--- src/rtl/bpsk_pkg.sv ---
// Shared definitions for the BPSK transmit scheduler: state encoding and symbol length helper.
package bpsk_pkg;

  localparam logic [1:0] IDLE = 2'd0;
  localparam logic [1:0] WARM = 2'd1;
  localparam logic [1:0] PRE  = 2'd2;
  localparam logic [1:0] DATA = 2'd3;

  typedef enum logic [1:0] {
    StIdle = IDLE,
    StWarm = WARM,
    StPre  = PRE,
    StData = DATA
  } state_e;

  function automatic int unsigned samples_per_sym(input int unsigned num,
                                                  input int unsigned sym_periods);
    return 4 * num * sym_periods;
  endfunction

endpackage

--- src/rtl/symbol_timer.sv ---
// Sample/period counter pair marking the first and final cycle of every BPSK symbol.
module symbol_timer
  import bpsk_pkg::*;
#(
  parameter int unsigned NUM         = 2,
  parameter int unsigned SYM_PERIODS = 4
) (
  input  logic clk_sig,
  input  logic rst_n,
  input  logic i_clr,
  input  logic i_en,
  output logic o_sym_start,
  output logic o_sym_end
);

  localparam int unsigned PerLen = 4 * NUM;
  localparam int unsigned SW     = $clog2(PerLen);
  localparam int unsigned PW     = (SYM_PERIODS > 1) ? $clog2(SYM_PERIODS) : 1;
  localparam logic [SW-1:0] SampMax = SW'(PerLen - 1);
  localparam logic [PW-1:0] PerMax  = PW'(SYM_PERIODS - 1);

  logic [SW-1:0] r_samp;
  logic [PW-1:0] r_per;
  logic          w_samp_wrap;
  logic          w_per_wrap;

  assign w_samp_wrap = (r_samp == SampMax);
  assign w_per_wrap  = (r_per == PerMax);

  always_ff @(posedge clk_sig or negedge rst_n) begin
    if (!rst_n) begin
      r_samp <= '0;
      r_per  <= '0;
    end else if (i_clr) begin
      r_samp <= '0;
      r_per  <= '0;
    end else if (i_en) begin
      if (w_samp_wrap) begin
        r_samp <= '0;
        r_per  <= w_per_wrap ? '0 : r_per + 1'b1;
      end else begin
        r_samp <= r_samp + 1'b1;
      end
    end
  end

  assign o_sym_start = i_en && (r_samp == '0) && (r_per == '0);
  assign o_sym_end   = i_en && w_samp_wrap && w_per_wrap;

endmodule

--- src/rtl/bpsk_tx_scheduler.sv ---
// BPSK frame sequencer: gates the carrier through its reset and emits +/- carrier per bit.
// Define BPSK_PREAMBLE_EN to prefix each frame with PRE_SYMS all-ones symbols.
module bpsk_tx_scheduler
  import bpsk_pkg::*;
#(
  parameter int unsigned WIDTH       = 16,
  parameter int unsigned NUM         = 2,
  parameter int unsigned SYM_PERIODS = 4,
  parameter int unsigned CAR_LAT     = 2,
  parameter int unsigned PRE_SYMS    = 8
) (
  input  logic             clk_sig,
  input  logic             rst_n,
  input  logic             bit_valid,
  input  logic             bit_data,
  input  logic             bit_last,
  output logic             bit_ready,
  output logic             carrier_rst_n,
  input  logic [WIDTH-1:0] carrier_sig,
  output logic [WIDTH-1:0] mod_sig,
  output logic             mod_valid,
  output logic             sym_strobe,
  output logic             busy,
  output logic             underrun
);

  localparam int unsigned WW = (CAR_LAT > 1) ? $clog2(CAR_LAT) : 1;
  localparam logic [WW-1:0]    WarmMax = WW'(CAR_LAT - 1);
  localparam logic [WIDTH-1:0] MostNeg = {1'b1, {(WIDTH - 1) {1'b0}}};
  localparam logic [WIDTH-1:0] MostPos = {1'b0, {(WIDTH - 1) {1'b1}}};

  if (SYM_PERIODS < 1 || CAR_LAT < 1 || PRE_SYMS < 1 ||
      samples_per_sym(NUM, SYM_PERIODS) == 0) begin : g_param_check
    $error("bpsk_tx_scheduler: illegal parameter value");
  end

  state_e           r_state, w_state_d;
  logic             r_bit, w_bit_d;
  logic             r_last, w_last_d;
  logic [WW-1:0]    r_warm_cnt, w_warm_cnt_d;
  logic             w_ready;
  logic             w_underrun_d;
  logic             w_tx_en;
  logic             w_tx_bit;
  logic             w_sym_start;
  logic             w_sym_end;
  logic [WIDTH-1:0] w_mod_d;
  logic [WIDTH-1:0] r_mod_sig;
  logic             r_mod_valid;
  logic             r_sym_strobe;
  logic             r_underrun;

`ifdef BPSK_PREAMBLE_EN
  localparam int unsigned PCW = (PRE_SYMS > 1) ? $clog2(PRE_SYMS) : 1;
  localparam logic [PCW-1:0] PreMax = PCW'(PRE_SYMS - 1);
  logic [PCW-1:0] r_pre_cnt, w_pre_cnt_d;
`endif

  assign w_tx_en  = (r_state == StPre) || (r_state == StData);
  assign w_tx_bit = (r_state == StData) ? r_bit : 1'b1;

  symbol_timer #(
    .NUM        (NUM),
    .SYM_PERIODS(SYM_PERIODS)
  ) u_symbol_timer (
    .clk_sig    (clk_sig),
    .rst_n      (rst_n),
    .i_clr      (!w_tx_en),
    .i_en       (w_tx_en),
    .o_sym_start(w_sym_start),
    .o_sym_end  (w_sym_end)
  );

  always_comb begin
    w_state_d    = r_state;
    w_bit_d      = r_bit;
    w_last_d     = r_last;
    w_warm_cnt_d = '0;
    w_underrun_d = 1'b0;
    w_ready      = 1'b0;
`ifdef BPSK_PREAMBLE_EN
    w_pre_cnt_d  = r_pre_cnt;
`endif
    unique case (r_state)
      StIdle: begin
        w_ready = 1'b1;
        if (bit_valid) begin
          w_bit_d   = bit_data;
          w_last_d  = bit_last;
          w_state_d = StWarm;
        end
      end
      StWarm: begin
        w_warm_cnt_d = r_warm_cnt + 1'b1;
        if (r_warm_cnt == WarmMax) begin
          w_warm_cnt_d = '0;
`ifdef BPSK_PREAMBLE_EN
          w_pre_cnt_d  = '0;
          w_state_d    = StPre;
`else
          w_state_d    = StData;
`endif
        end
      end
`ifdef BPSK_PREAMBLE_EN
      StPre: begin
        if (w_sym_end) begin
          if (r_pre_cnt == PreMax) begin
            w_state_d = StData;
          end else begin
            w_pre_cnt_d = r_pre_cnt + 1'b1;
          end
        end
      end
`endif
      StData: begin
        // Next bit is only offered in the final cycle so symbols abut without a gap.
        if (w_sym_end) begin
          if (r_last) begin
            w_state_d = StIdle;
          end else begin
            w_ready = 1'b1;
            if (bit_valid) begin
              w_bit_d  = bit_data;
              w_last_d = bit_last;
            end else begin
              w_underrun_d = 1'b1;
              w_state_d    = StIdle;
            end
          end
        end
      end
      default: w_state_d = StIdle;
    endcase
  end

  always_comb begin
    w_mod_d = '0;
    if (w_tx_en) begin
      if (w_tx_bit) begin
        w_mod_d = carrier_sig;
      end else if (carrier_sig == MostNeg) begin
        w_mod_d = MostPos;
      end else begin
        w_mod_d = (~carrier_sig) + WIDTH'(1);
      end
    end
  end

  always_ff @(posedge clk_sig or negedge rst_n) begin
    if (!rst_n) begin
      r_state      <= StIdle;
      r_bit        <= 1'b0;
      r_last       <= 1'b0;
      r_warm_cnt   <= '0;
      r_mod_sig    <= '0;
      r_mod_valid  <= 1'b0;
      r_sym_strobe <= 1'b0;
      r_underrun   <= 1'b0;
    end else begin
      r_state      <= w_state_d;
      r_bit        <= w_bit_d;
      r_last       <= w_last_d;
      r_warm_cnt   <= w_warm_cnt_d;
      r_mod_sig    <= w_mod_d;
      r_mod_valid  <= w_tx_en;
      r_sym_strobe <= w_sym_start;
      r_underrun   <= w_underrun_d;
    end
  end

`ifdef BPSK_PREAMBLE_EN
  always_ff @(posedge clk_sig or negedge rst_n) begin
    if (!rst_n) begin
      r_pre_cnt <= '0;
    end else begin
      r_pre_cnt <= w_pre_cnt_d;
    end
  end
`endif

  // Ready must read 0 while reset is held, before any clock edge.
  assign bit_ready     = w_ready & rst_n;
  assign carrier_rst_n = (r_state != StIdle);
  assign busy          = (r_state != StIdle);
  assign mod_sig       = r_mod_sig;
  assign mod_valid     = r_mod_valid;
  assign sym_strobe    = r_sym_strobe;
  assign underrun      = r_underrun;

endmodule

--- config.mk ---
export PLATFORM = sky130hd
export DESIGN_NAME = bpsk_tx_scheduler
export DESIGN_NICKNAME = d
export VERILOG_FILES = /design/src/rtl/bpsk_pkg.sv /design/src/rtl/symbol_timer.sv /design/src/rtl/bpsk_tx_scheduler.sv
export SDC_FILE = /design/constraint.sdc
export NUM_CORES = 1
export LEC_CHECK = 0
export CORE_ASPECT_RATIO = 0.9
export CORE_MARGIN = 5
export CORE_UTILIZATION = 40
export CTS_CLUSTER_DIAMETER = 30
export CTS_CLUSTER_SIZE = 20
export DETAILED_ROUTE_END_ITERATION = 10
export PLACE_DENSITY = 0.69
export SYNTH_ARGS = -nofsm -noshare
export SYNTH_HDL_FRONTEND = slang
export SYNTH_SLANG_ARGS = --single-unit
--- constraint.sdc ---
create_clock -name clk_sig -period 1.8 [get_ports clk_sig]
set_clock_uncertainty 0.15 [all_clocks]
set_input_delay 0.36 -clock clk_sig [delete_from_list [all_inputs] [get_ports clk_sig]]
set_output_delay 0.36 -clock clk_sig [all_outputs]
set_load 0.005 [all_outputs]
==> results of run 1 <==
power groups by stage:
stage / sequential [mW] / combinational [mW] / clock [mW]
2_1_floorplan: 1.01 / 0.650 / 0
3_3_place_gp: 0.996 / 1.43 / 0
3_5_place_dp: 1.00 / 1.46 / 0
4_1_cts: 1.00 / 1.67 / 0.536
5_1_grt: 1.03 / 1.99 / 0.564
6_report: 1.01 / 1.82 / 0.524
timing repair:
item,4_1_cts,5_1_grt
cloned,1,0
setup endpoints to repair,22,23
resized for setup,63,23
setup buffers,7,5
pin swaps,12,10
layout by cell type (no fill, tap or decap), types with 2 or more instances in the layout:
| cell type | netlist | final |
|---|---|---|
| nor3_1 | 5 | 5 |
| buf_4 | 1 | 38 |
| xnor2_1 | 8 | 8 |
| nor2_1 | 13 | 12 |
| ha_1 | 10 | 5 |
| ha_4 | 0 | 4 |
| a32oi_1 | 2 | 2 |
| nand2b_1 | 2 | 2 |
| a21oi_2 | 0 | 6 |
| dfrtp_1 | 29 | 29 |
| clkinv_2 | 0 | 2 |
| dlygate4sd2_1 | 0 | 11 |
| nor4_4 | 2 | 2 |
| clkdlybuf4s15_1 | 0 | 3 |
| inv_4 | 0 | 3 |
| nand4_1 | 2 | 2 |
| inv_2 | 0 | 2 |
| nand2_1 | 6 | 5 |
| mux2i_1 | 3 | 3 |
| o21ai_1 | 0 | 2 |
| a31oi_1 | 3 | 3 |
| inv_1 | 13 | 8 |
| buf_6 | 1 | 10 |
| nor2b_1 | 5 | 4 |
| xor2_1 | 3 | 2 |
| clkdlybuf4s50_1 | 0 | 23 |
| a21oi_1 | 17 | 10 |
| o21ai_0 | 5 | 2 |
| clkbuf_8 | 1 | 5 |
| nor3b_4 | 0 | 2 |
logic make-up after synthesis:
| logic type | count (synthesis) | share of synthesized area |
|---|---|---|
| xor+xnor | 11 | 0.0604 |
| compound gates | 36 | 0.141 |
| flops | 29 | 0.455 |
| mux | 4 | 0.0259 |
| buf+inv | 21 | 0.0699 |
| fa+ha+maj | 10 | 0.0785 |
| simple gates | 44 | 0.169 |
final cells by class:
type,instances,share of cell area
inverter,13,0.0211
sequential,29,0.272
tap,46,0.0216
timing repair buffer,90,0.308
clock inverter,2,0.00376
clock buffer,6,0.0272
multi-input combinational,105,0.346
per-layer routing:
metal,vias to the layer above,routed length [um],GRT usage,part of all wire
li1,725,-,-,-
met1,771,1970,0.211,0.43
met2,47,2280,0.285,0.50
met3,6,234,0.0553,0.051
met4,0,68,0.0699,0.015
met5,-,0,0,0
worst paths after layout:
path | slack [ns] | depth (start not counted) | to | start
min | 0.22 | 3 | mod_sig[0] | carrier_sig[0]
max in group asynchronous | 0.82 | 2 | r_warm_cnt | rst_n
max | -0.36 | 7 | bit_ready | u_symbol_timer.r_samp[1]
min in group asynchronous | 0.41 | 2 | u_symbol_timer.r_per[0] | rst_n
max reg2reg | -0.02 | 9 | r_bit | r_state[1]
min reg2reg | 0.31 | 1 | r_warm_cnt | r_warm_cnt
registers in the layout, summed over array words and instances, names as in the netlist:
register	cells
mod_sig	16
u_symbol_timer.r_samp	3
r_state	2
u_symbol_timer.r_per	2
mod_valid	1
r_bit	1
r_last	1
r_warm_cnt	1
sym_strobe	1
underrun	1
worst max-delay path, stage by stage (launching register included):
cell and delay (ns):
dfrtp_1 0.38, ha_2 0.21, ha_4 0.15, nand2_4 0.06, nor3b_4 0.21, nor2_1 0.06, nor3b_1 0.16, buf_2 0.14
==> metrics.txt, run 1 <==
status finished, violations left; failing checks setup timing; Place WS -0.500 ns; Req. time, crit path 1.29 ns; worst-skew pair later-pin latency roughly 0.28 ns; IO Port Bufs between 40 and 50; Final Hold Vio Count 0; cts bufs inserted 5; Final ANT Viol Nets 0; top-count cell post-synth dfrtp_1; WL/cell approximately 16 um; largest net degree at the start of global routing 30; global-route wire length before repair 7490 um; vias per cell ~5.3; power per cell area around 1300 nW/um^2; final WL 4550 um; Starting Density 0.421; unrepaired setup endpoints after global routing yes; # hold bufs at CTS 0; gr ovfl total 0; Bufs on Longest Clock Path 2; fraction of registers with async set/reset 1.00; Yosys Warn Count 0; gpl congestion around 0.83; final worst slack -0.357 ns; clk slew on worst S/H paths approximately 0.070 ns; Synth area leaders dfrtp_1 (46%), ha_1 (7.8%), a21oi_1 (5.3%); final setup TNS -0.381 ns; Post-Synthesis Cell Area 1590 um^2; number of synthesized flops with an enable pin 0; CP Max Fanout 3; post-DP HPWL approximately 3000 um; First DRT Iteration DRCs between 70 and 80; layout cells sized above 1 0.384; Max Cap Violations 0; DP Area approximately 2300 um^2; Die ar. approximately 5300 um^2; core area 3780 um^2; drt pass-1 iters 4; CTS H-tree depth 2; Via Count approximately 1500; Post-Layout Cell Count 291; VDD IR max roughly 930 uV; Sw Pwr 1.17 mW; Synth Area per Inst between 10 and 15 um^2; internal power 2.19 mW; root buf cell clkbuf_8; commonest register cell after synthesis dfrtp_1; CTS tree yes; Die X ~77 um; Fin Hold WS 0.220 ns; clock sinks 29; Crit. End Element output pin; Setup Crit Path Kind register to output pin; cell count after synthesis ~160; post-layout min period about 2.2 ns; post-synth cell types 38; fin area between 2000 and 3000 um^2; Net Sw Frac 0.348; dominant cell type by area after synthesis dfrtp_1; Crit path arrival time roughly 1.7 ns; fin crit share 1.20; P_leak between 1 and 1.5 nW; register share of total power 0.300; net count reported at finish approximately 280; Synth Register Bits 29; Max Slew Vio Count 0; Synth top area share 0.455; Die Height about 70 um; filler cell count 268; Pwr Total around 3.4 mW; row count 21; vias in the first global route 1573; Slew headroom 0.759; startpoint types register; Layout area overhead 67.2%; maximum clock rate about 0.46 GHz; area occupied by multi-input gates about 900 um^2; clock power share 0.156; IO Pins 43; n_diodes 0; Post-synth top cells dfrtp_1 (29), a21oi_1 (17), inv_1 (13), nor2_1 (13), ha_1 (10); FF/Latch Area a little over 700 um^2; Residual DRC 0; sequential-to-total area share from yosys stat 0.455; GRT Util Overall 0.174; Synthesized Nets about 190; Comb power frac 0.544; Util after Layout 0.704; antenna violations before repair 0; Hold Path Class input pin to register; DP Cell Count around 270; setup violators final 2; Worst-Margin Slew 0.361 ns
Note: power is estimated with default switching activity, not from simulation.
==> run 2: changes to the inputs <==
Settings changed: DONT_BUFFER_PORTS set to 1, PLACE_DENSITY 0.69 to 0.53.
==> run 2 against run 1 <==
The flow still finishes with violations (setup timing). Non-clock buffer count is 66 lower. Register-to-register slack worse by 0.02 ns. Final area is 25% lower. Critical path depth stayed put. Critical path type unchanged. Largest power group is now sequential cells. Highest routed layer unchanged.
==> metrics.txt, run 2 (synthesis results as in run 1) <==
FF-to-FF End r_bit; Bufs on Longest Clock Path 2 (unchanged); First DRT Iteration DRCs 65 (-16%); status finished, violations left; Die ar. 5350 um^2 (unchanged); unrepaired setup endpoints after global routing yes; RR Startpoint u_symbol_timer.r_samp[0]; WL/cell 15.9 um (+2.0%); row count 21 (unchanged); global-route wire length before repair 6040 um (-19%); clk slew on worst S/H paths 0.06 ns (about the same); gpl congestion 0.855 (+3.0%); Place WS -0.106 ns (+0.393 ns); failing checks setup timing; worst-skew pair later-pin latency 0.27 ns (about the same); antenna violations before repair 0 (unchanged); reg2reg path depth 8 (-1); core area 3780 um^2 (unchanged); Final ANT Viol Nets 0 (unchanged); Starting Density 0.421 (unchanged); Crit path arrival time 1.57 ns (-0.08 ns); vias per cell 5.37 (+0.86%); cts bufs inserted 5 (unchanged); IO Pins 43 (unchanged); Via Count 1208 (-22%); Max Slew Vio Count 0 (unchanged); post-layout min period 2.08 ns (-0.0763 ns); post-DP HPWL 2650 um (-12%); Hold Path Class input pin to register; Worst-Margin Slew 0.399 ns (+0.0379 ns); Crit. End Element output pin; flop2flop setup slack -0.04 ns (-0.02 ns); Die X 76.5 um (unchanged); final worst slack -0.281 ns (+0.0763 ns); Max Cap Violations 0 (unchanged); clock sinks 29 (unchanged); Setup Crit Path Kind register to output pin; Largest register FFs 16 (unchanged); final WL 3590 um (-21%); area occupied by multi-input gates 853 um^2 (-7.6%); CP Max Fanout 2 (-1); internal power 1.71 mW (-22%); Pwr Total 2.64 mW (-21%); GRT Util Overall 0.141 (-0.0333); root buf cell clkbuf_8; FF/Latch Area 726 um^2 (unchanged); commonest cells after routing, fill and taps aside dfrtp_1 (29), buf_4 (20), a21oi_1 (16); Net Sw Frac 0.350 (+0.00221); CTS tree yes; fin crit share 1.16 (-0.0424); Setup crit end bit_ready; maximum clock rate 0.481 GHz (+3.7%); Util after Layout 0.525 (-0.179); Residual DRC 0 (unchanged); Worst Setup SP u_symbol_timer.r_samp[0]; net count reported at finish 209 (-24%); vias in the first global route 1234 (-22%); power per cell area 1330 nW/um^2 (+5.3%); filler cell count 369 (+38%); VDD IR max 588 uV (-37%); commonest non-fill, non-tap cell in the layout dfrtp_1; Layout area overhead 24.7%; n_diodes 0 (unchanged); Die Height 69.9 um (unchanged); Comb power frac 0.382 (-0.162); IO Port Bufs 0 (-100%); startpoint types register; Sw Pwr 0.923 mW (-21%); largest net degree at the start of global routing 30 (unchanged); register share of total power 0.397 (+0.097); P_leak 0.893 nW (-26%); Req. time, crit path 1.29 ns (about the same); Fin Hold WS 0.0505 ns (-0.170 ns); clock power share 0.220 (+0.064); setup violators final 2 (unchanged); Final Hold Vio Count 0 (unchanged); layout cells sized above 1 0.296 (-0.0876); Slew headroom 0.731 (-0.0288); drt pass-1 iters 4 (unchanged); gr ovfl total 0 (unchanged); CTS H-tree depth 2 (unchanged)
run 2: changes by cell type in the layout (fill, tap and decap cells not counted), moves of 5 or more:
| cell | change |
|---|---|
| a21oi_1 | +6 |
| a21oi_2 | -5 |
| buf_4 | -18 |
| buf_6 | -9 |
| clkdlybuf4s50_1 | -23 |
| dlygate4sd2_1 | -11 |
run 2: stage by stage:
| stage | instances | TNS (ns) | area [um^2] |
|---|---|---|---|
| final | 225 | -0.322 | 1990 |
| after global routing | 225 | -0.490 | 1990 |
| after CTS | 223 | -0.354 | 1930 |
| after detailed placement | 210 | -1.23 | 1740 |
| after global placement | 210 | -0.844 | 1740 |
| after floorplan | 155 | -0.266 | 1620 |
run 2: power by group through the flow:
| stage | clock (mW) | combinational (mW) | sequential [mW] |
|---|---|---|---|
| floorplan | 0 | 0.650 | 1.01 |
| global placement | 0 | 0.851 | 1.05 |
| detailed placement | 0 | 0.887 | 1.05 |
| CTS | 0.604 | 0.937 | 1.04 |
| global route | 0.628 | 1.16 | 1.08 |
| finish | 0.581 | 1.01 | 1.05 |
run 2: critical path, stage by stage (launching register included):
cell     delay (ns)
dfrtp_1        0.35
ha_2           0.20
ha_4           0.15
nand2_4        0.06
nor3b_4        0.19
nor2_1         0.07
nor3b_2        0.15
buf_4          0.13
run 2: layer usage:
layer	GRT usage	share of wire
met1	0.180	0.44
met2	0.212	0.48
met3	0.0566	0.066
met4	0.0544	0.015
met5	0	0
run 2: worst min path at each step:
stage,from,cells after the start,end
after floorplan,rst_n,0,mod_sig[0]
after global placement,rst_n,0,sym_strobe
after detailed placement,rst_n,0,sym_strobe
after CTS,carrier_sig[12],1,mod_sig[12]
after global routing,carrier_sig[14],1,mod_sig[14]
final,carrier_sig[14],1,mod_sig[14]
run 2: what timing repair did:
item                                    4_1_cts  5_1_grt
gates resized for setup                       8       12
cloned                                        0        0
setup buffers                                 2        2
hold buffers                                  3        0
endpoints found under the hold margin        30        0
pin swaps                                     3        4
endpoints found under the setup margin        4       17
run 2: layout make-up:
type	count	share of cell area
Tap cell	46	0.0289
Timing Repair Buffer	24	0.101
Sequential cell	29	0.365
Multi-Input combinational cell	105	0.429
Clock buffer	7	0.0485
Clock inverter	1	0.00252
Inverter	13	0.0245
==> run 3: changes to the inputs <==
Settings changed: ABC_AREA set to 0, GPL_TIMING_DRIVEN set to 0.
==> run 3 against run 2 <==
The run still ends with setup timing left. Critical path type unchanged. Critical path depth shrank 1. Clock power is essentially flat. Global-route usage grew 0.17 points. First-iteration DRC count grew 17%.
==> metrics.txt, run 3 (synthesis results as in run 1) <==
CTS H-tree depth 2 (unchanged); status finished, violations left; P_leak 0.916 nW (+2.5%); CP Max Fanout 3 (+1); Via Count 1229 (+1.7%); Bufs on Longest Clock Path 2 (unchanged); post-layout min period 2.01 ns (-0.0672 ns); commonest non-fill, non-tap cell in the layout dfrtp_1; Layout area overhead 29.7%; gpl congestion 0.803 (-6.0%); Setup Crit Path Kind register to output pin; clk slew on worst S/H paths 0.06 ns (about the same); Max Cap Violations 0 (unchanged); RR Startpoint u_symbol_timer.r_samp[1]; vias in the first global route 1195 (-3.2%); Crit. End Element output pin; VDD IR max 756 uV (+29%); Largest register FFs 16 (unchanged); core area 3780 um^2 (unchanged); Starting Density 0.421 (unchanged); drt pass-1 iters 4 (unchanged); critical hold path startpoint carrier_sig[14]; final WL 3750 um (+4.5%); gr ovfl total 0 (unchanged); Die ar. 5350 um^2 (unchanged); largest net degree at the start of global routing 30 (unchanged); IO Port Bufs 0 (unchanged); n_diodes 0 (unchanged); Die X 76.5 um (unchanged); WL/cell 16.5 um (+3.5%); IO Pins 43 (unchanged); First DRT Iteration DRCs 76 (+17%); fin crit share 1.12 (-0.0373); Crit path arrival time 1.50 ns (-0.07 ns); Fin Hold WS 0.0486 ns (-0.00190 ns); Worst Setup SP u_symbol_timer.r_samp[1]; power per cell area 1310 nW/um^2 (-1.2%); maximum clock rate 0.497 GHz (+3.3%); Place WS -0.213 ns (-0.107 ns); Final ANT Viol Nets 0 (unchanged); global-route wire length before repair 6000 um (-0.68%); worst-skew pair later-pin latency 0.28 ns (about the same); GRT Util Overall 0.142 (+0.00166); CTS tree yes; final worst slack -0.214 ns (+0.0672 ns); Req. time, crit path 1.29 ns (about the same); Final Hold Vio Count 0 (unchanged); commonest cells after routing, fill and taps aside dfrtp_1 (29), buf_4 (18), a21oi_1 (13); failing checks setup timing; clock sinks 29 (unchanged); Pwr Total 2.71 mW (+2.7%); setup violators final 1 (-1); antenna violations before repair 0 (unchanged); startpoint types register; post-DP HPWL 2540 um (-4.3%); row count 21 (unchanged); layout cells sized above 1 0.337 (+0.0409); vias per cell 5.41 (+0.84%); cts bufs inserted 5 (unchanged); Residual DRC 0 (unchanged); Worst-Margin Slew 0.705 ns (+0.307 ns); Max Slew Vio Count 0 (unchanged); net count reported at finish 211 (+0.96%); root buf cell clkbuf_8; unrepaired setup endpoints after global routing yes; Slew headroom 0.525 (-0.205); Die Height 69.9 um (unchanged); Hold Path Class input pin to register
[run 3: stage by stage]
stage	utilization	TNS (ns)	cell area, um^2	cells
6_report	0.546	-0.214	2070	227
2_1_floorplan	-	-0.266	1620	155
3_3_place_gp	0.444	-2.71	1680	201
5_1_grt	0.546	-0.357	2070	227
4_1_cts	0.518	-0.258	1960	221
3_5_place_dp	0.444	-2.98	1680	201
[run 3: path summary, 6_finish.rpt]
path | to | slack (ns) | cells past startpoint
worst max-delay path | bit_ready | -0.21 | 6
worst min-delay path | mod_sig[14] | 0.05 | 1
worst max register to register | r_bit | 0.04 | 6
worst min register to register | r_warm_cnt | 0.30 | 1
max in group asynchronous | mod_sig[12] | 0.97 | 2
min in group asynchronous | mod_sig[6] | 0.37 | 2
[run 3: cell type report]
class | instances | area, um^2
Buffer | 6 | 53.8
Clock buffer | 7 | 96.3
Clock inverter | 1 | 5.00
Fill cell | 354 | 1720
Inverter | 13 | 48.8
Multi-Input combinational cell | 105 | 895
Sequential cell | 29 | 726
Tap cell | 46 | 57.6
Timing Repair Buffer | 20 | 185
[run 3: metal layers]
| metal | wire length [um] | track usage | vias up |
|---|---|---|---|
| met5 | 0 | 0 | - |
| met4 | 47 | 0.0524 | 0 |
| met3 | 237 | 0.0566 | 5 |
| met2 | 1810 | 0.221 | 36 |
| met1 | 1650 | 0.178 | 596 |
| li1 | - | - | 592 |
[run 3: timing repair]
action | CTS | global route
setup buffers | 10 | 6
pin swaps | 6 | 8
gates resized for setup | 22 | 13
hold endpoints to repair | 30 | 0
hold buffers | 3 | 0
cloned | 0 | 1
setup endpoints to repair | 20 | 17
[run 3: worst max-delay path, stage by stage (launching register included)]
cell     delay [ns]
dfrtp_1        0.39
ha_4           0.16
ha_4           0.14
nand2_4        0.06
nor3b_4        0.22
nor2_2         0.07
nor3b_2        0.18
[run 3: power by group]
part	switching (mW)	internal [mW]
combinational	0.564	0.513
sequential	0.154	0.893
clock	0.238	0.345
